File: config.mk
export PLATFORM = sky130hd
export DESIGN_NAME = ysyx_25060173_mem_arbiter
export DESIGN_NICKNAME = d
export VERILOG_FILES = /design/src/rtl/ysyx_25060173_mem_arbiter.sv
export SDC_FILE = /design/constraint.sdc
export NUM_CORES = 1
export LEC_CHECK = 0
export BUFFER_PORTS_ARGS = -buffer_cell sky130_fd_sc_hd__buf_2
export CAP_MARGIN = 10
export CELL_PAD_IN_SITES_DETAIL_PLACEMENT = 0
export CELL_PAD_IN_SITES_GLOBAL_PLACEMENT = 1
export CORE_MARGIN = 2
export CORE_UTILIZATION = 29
export DETAILED_ROUTE_END_ITERATION = 10
export PLACE_DENSITY = 0.83
export SKIP_LAST_GASP = 1
export SLEW_MARGIN = 5
export SYNTH_ARGS = -nofsm -noshare
export SYNTH_HDL_FRONTEND = slang
export SYNTH_SLANG_ARGS = --single-unit
File: constraint.sdc
create_clock -name clk -period 3.7 [get_ports clk]
set_input_delay 0.74 -clock clk [delete_from_list [all_inputs] [get_ports clk]]
set_output_delay 0.74 -clock clk [all_outputs]
set_load 0.05 [all_outputs]
File: src/rtl/ysyx_25060173_mem_arbiter.sv
// Round-robin arbiter sharing one data-memory port between IFU and LSU.
// One outstanding transaction; the response is held until the owner accepts it.
module ysyx_25060173_mem_arbiter #(
  parameter int AW = 32,
  parameter int DW = 32
) (
  input  logic            clk,
  input  logic            reset,
  input  logic            ifu_req_valid,
  output logic            ifu_req_ready,
  input  logic [AW-1:0]   ifu_addr,
  output logic            ifu_rsp_valid,
  input  logic            ifu_rsp_ready,
  output logic [DW-1:0]   ifu_rdata,
  input  logic            lsu_req_valid,
  output logic            lsu_req_ready,
  input  logic [AW-1:0]   lsu_addr,
  input  logic            lsu_wen,
  input  logic [DW-1:0]   lsu_wdata,
  input  logic [DW/8-1:0] lsu_wmask,
  output logic            lsu_rsp_valid,
  input  logic            lsu_rsp_ready,
  output logic [DW-1:0]   lsu_rdata,
  output logic            mem_req_valid,
  input  logic            mem_req_ready,
  output logic [AW-1:0]   mem_addr,
  output logic            mem_wen,
  output logic [DW-1:0]   mem_wdata,
  output logic [DW/8-1:0] mem_wmask,
  input  logic            mem_rsp_valid,
  input  logic [DW-1:0]   mem_rdata
);

  typedef enum logic [1:0] {ST_IDLE, ST_ISSUE, ST_WAIT, ST_RESP} state_t;

  state_t          r_state;
  logic            r_owner_lsu;
  logic            r_last_lsu;
  logic [AW-1:0]   r_addr;
  logic            r_wen;
  logic [DW-1:0]   r_wdata;
  logic [DW/8-1:0] r_wmask;
  logic [DW-1:0]   r_rdata;

  logic w_idle;
  logic w_gnt_ifu;
  logic w_gnt_lsu;
  logic w_owner_rsp_ready;

  // Ties go to whichever requester did not win last; ready is masked while reset is held.
  assign w_idle    = (r_state == ST_IDLE) && !reset;
  assign w_gnt_lsu = lsu_req_valid && (!ifu_req_valid || !r_last_lsu);
  assign w_gnt_ifu = ifu_req_valid && (!lsu_req_valid ||  r_last_lsu);
  assign w_owner_rsp_ready = r_owner_lsu ? lsu_rsp_ready : ifu_rsp_ready;

  assign ifu_req_ready = w_idle && w_gnt_ifu;
  assign lsu_req_ready = w_idle && w_gnt_lsu;

  assign mem_req_valid = (r_state == ST_ISSUE);
  assign mem_addr      = r_addr;
  assign mem_wen       = r_wen;
  assign mem_wdata     = r_wdata;
  assign mem_wmask     = r_wmask;

  assign ifu_rsp_valid = (r_state == ST_RESP) && !r_owner_lsu;
  assign lsu_rsp_valid = (r_state == ST_RESP) &&  r_owner_lsu;
  assign ifu_rdata     = r_rdata;
  assign lsu_rdata     = r_rdata;

  always_ff @(posedge clk or posedge reset) begin
    if (reset) begin
      r_state     <= ST_IDLE;
      r_owner_lsu <= 1'b0;
      r_last_lsu  <= 1'b0;
      r_addr      <= '0;
      r_wen       <= 1'b0;
      r_wdata     <= '0;
      r_wmask     <= '0;
      r_rdata     <= '0;
    end else begin
      case (r_state)
        ST_IDLE: begin
          if (w_gnt_lsu) begin
            r_addr      <= lsu_addr;
            r_wen       <= lsu_wen;
            r_wdata     <= lsu_wdata;
            r_wmask     <= lsu_wmask;
            r_owner_lsu <= 1'b1;
            r_last_lsu  <= 1'b1;
            r_state     <= ST_ISSUE;
          end else if (w_gnt_ifu) begin
            r_addr      <= ifu_addr;
            r_wen       <= 1'b0;
            r_wdata     <= '0;
            r_wmask     <= '0;
            r_owner_lsu <= 1'b0;
            r_last_lsu  <= 1'b0;
            r_state     <= ST_ISSUE;
          end
        end
        ST_ISSUE: if (mem_req_ready) r_state <= ST_WAIT;
        ST_WAIT: begin
          if (mem_rsp_valid) begin
            r_rdata <= mem_rdata;
            r_state <= ST_RESP;
          end
        end
        ST_RESP: if (w_owner_rsp_ready) r_state <= ST_IDLE;
        default: r_state <= ST_IDLE;
      endcase
    end
  end

endmodule

==> metrics.md <==
| Metric | Value |
|---|---|
| Outcome | finished clean |
| Fmax | 374 MHz |
| Crit start category | flop |
| Total GRT Usage | 13.5% |
| Crit path required time | 2.96 ns |
| First-pass GRT wire length | 17,100 microns |
| Worst endpoint data arrival time | 1.93 ns |
| Delay-heaviest family, CP | flip-flops |
| CP endpoint kind | output pin |
| Initial antenna violation count | 0 |
| Drt drc | 0 |
| Vias | 3,528 |
| FF+latch area | 2600 sq um |
| Final hold violation count | 0 |
| Layout cells sized above 1 | 56.9% |
| Most used routing layer | met2 |
| Num CTS Buffers | 9 |
| Via density | 4.47 |
| Type of the worst setup path | flop to output pin |
| Yosys warns | 0 |
| Seq/Total Area, Yosys | 58.2% |
| Cell Chain, Critical Path | inv_1 > ha_1 > nand2_1 > a21oi_2 > and2_1 > buf_2 |
| Max-cap viol count | 0 |
| Routed WL | 11,300 microns |
| Met2 usage | 23.7% |
| Die width | 128 microns |
| Row count | 45 |
| Hold_ws | 0.474 ns |
| Slew Viols, Final | 0 |
| Hold Crit Class | flop to flop |
| Vias in the first global route | 3,453 |
| Grt met3 use | 2.67% |
| Setup Skew | 0.00930 ns |
| Final min period | 2.67 ns |
| Starting Density | 29.5% |
| Slew headroom | 32.2% |
| Post-Syn Area | 4470 sq um |
| Final Cycle Share | 72.3% |
| Synth Flop Type | dfrtp_1 |
| Num ports | 279 |
| Number of synthesized flops with an enable pin | 0 |
| Hold_buf cts | 0 |
| Worst path max stage delay | 0.41 ns |
| Share of synthesized registers carrying an async set or reset | 100% |
| #FFs+latches synth | 104 |
| Die Area | 16,400 sq um |
| Final setup viols | 0 |
| First-pass DRT Iterations | 4 |
| Layout fillers | 1,479 |
| RSZ-0062 raised after global routing | false |
| Setup Buffers After CTS | 0 |
| Clock Latency Late Sink | 0.35 ns |
| H-tree depth | 3 |
| GRT met1 Usage | 16.3% |
| Setup TNS | 0 ns |
| Ant diodes | 0 |
| Wire length per cell | 14.3 microns |
| Die H | 128 microns |
| Buf/Inv on CP | 2 |
| Sinks on Clock Net | 104 |
| Congestion Overflow GR | 0 |
| Post-DRT Antenna Nets | 0 |
| Largest net degree at the start of global routing | 58 |
| Critical Path Slowest Stage Cell | dfrtp_1 |
| Cells after Synth | 352 |
| Netlist cell types | 27 |
| Syn_nets | 497 |
| Multi-input combinational cell area | 1500 sq um |
| Slew @ Worst Pin | 1.01 ns |
| Mean Syn Cell Area | 12.7 sq um |
| Starting DRT DRC Count | 75 |
| TritonCTS clock tree | done |
| Longest Clk Path Bufs | 2 |
| Gpl congestion | 0.788 |
| Core box area | 15,100 sq um |
| Area grow syn2layout | 37.2% |
| Nets@finish | 741 |
| Clock slew seen by the registers of the worst setup and hold paths | 0.07 ns |
| Cts repair resizes | 0 |
| Detailed Place HPWL | 8730 microns |
| Port Buffer Count | 278 |
| CP max FO | 5 |
| Root Driver | clkbuf_16 |
worst register-to-register path: stages (launching register included):
cell and delay [ns]:
dfrtp_1 0.52, a21boi_4 0.86, buf_4 0.32, mux2i_1 0.21, o21ai_0 0.09
registers in the layout, summed over array words and instances (netlist names):
signal	flops
ifu_rdata	32
r_last_lsu	1
mem_wmask	4
mem_wen	1
mem_wdata	32
mem_addr	32
r_state	2
final timing paths:
path	startpoint	end	slack [ns]	cells after the start
setup / recovery	r_state[1]	lsu_req_ready	1.03	6
hold reg to reg	mem_addr[8]	mem_addr[8]	0.47	2
min in group asynchronous	reset	r_last_lsu	0.59	3
setup reg to reg	r_last_lsu	mem_addr[27]	1.58	4
hold / removal	mem_addr[8]	mem_addr[8]	0.47	2
max in group asynchronous	reset	ifu_rdata[21]	1.98	4
per-stage QoR:
step | instance area [sq um] | instances | setup slack (ns) | util (%)
2_1_floorplan | 4470 | 352 | 0.142 | -
3_3_place_gp | 5810 | 773 | 1.28 | 38.4
3_5_place_dp | 5810 | 773 | 1.17 | 38.4
4_1_cts | 6130 | 789 | 0.966 | 40.5
5_1_grt | 6130 | 789 | 0.837 | 40.5
6_report | 6130 | 789 | 1.03 | 40.5
placed cells by master (no fill, tap or decap), types with 2 or more instances in the layout:
master,synthesis,final
a22o_1,37,37
buf_2,15,278
buf_4,32,8
bufinv_16,0,2
clkbuf_16,0,9
dfrtp_1,104,104
ha_1,4,4
inv_1,5,4
inv_6,0,2
mux2_2,33,33
mux2i_1,32,32
nand2_1,37,37
o21ai_0,30,29
o21ai_1,4,4
layout make-up:
cell class / count / area share (%)
clock buffer: 10 / 3.73
clock inverter: 6 / 1.49
inverter: 5 / 0.367
multi-input combinational: 190 / 24.5
sequential: 104 / 42.4
tap: 188 / 3.84
timing repair buffer: 286 / 23.7
layer usage:
metal | vias to the layer above | part of all wire [%]
li1 | 1691 | -
met1 | 1659 | 42
met2 | 168 | 50
met3 | 10 | 6.1
met4 | 0 | 1.4
met5 | - | 0
cells in the mapped netlist, types with 2 or more instances:
cell / n / area (sq um)
o21ai_0: 30 / 150
mux2_2: 33 / 372
o21ai_1: 4 / 20.0
a22o_1: 37 / 324
buf_6: 3 / 33.8
clkbuf_1: 2 / 7.51
dfrtp_1: 104 / 2600
nand2_1: 37 / 139
mux2i_1: 32 / 320
buf_2: 15 / 75.1
ha_1: 4 / 50.1
inv_1: 5 / 18.8
buf_4: 32 / 240
kinds of logic after synthesis:
kind of cell | count (synthesis) | synth area share (%)
AOI/OAI and AO/OA | 76 | 12.4
adders and majority gates | 4 | 1.12
buffers and inverters | 58 | 8.51
DFF | 104 | 58.2
muxes | 65 | 15.5
and+or+nand+nor | 45 | 4.28
Power is not shown: default switching activity piles up to over one toggle a cycle in this logic, so the estimate is an artifact.
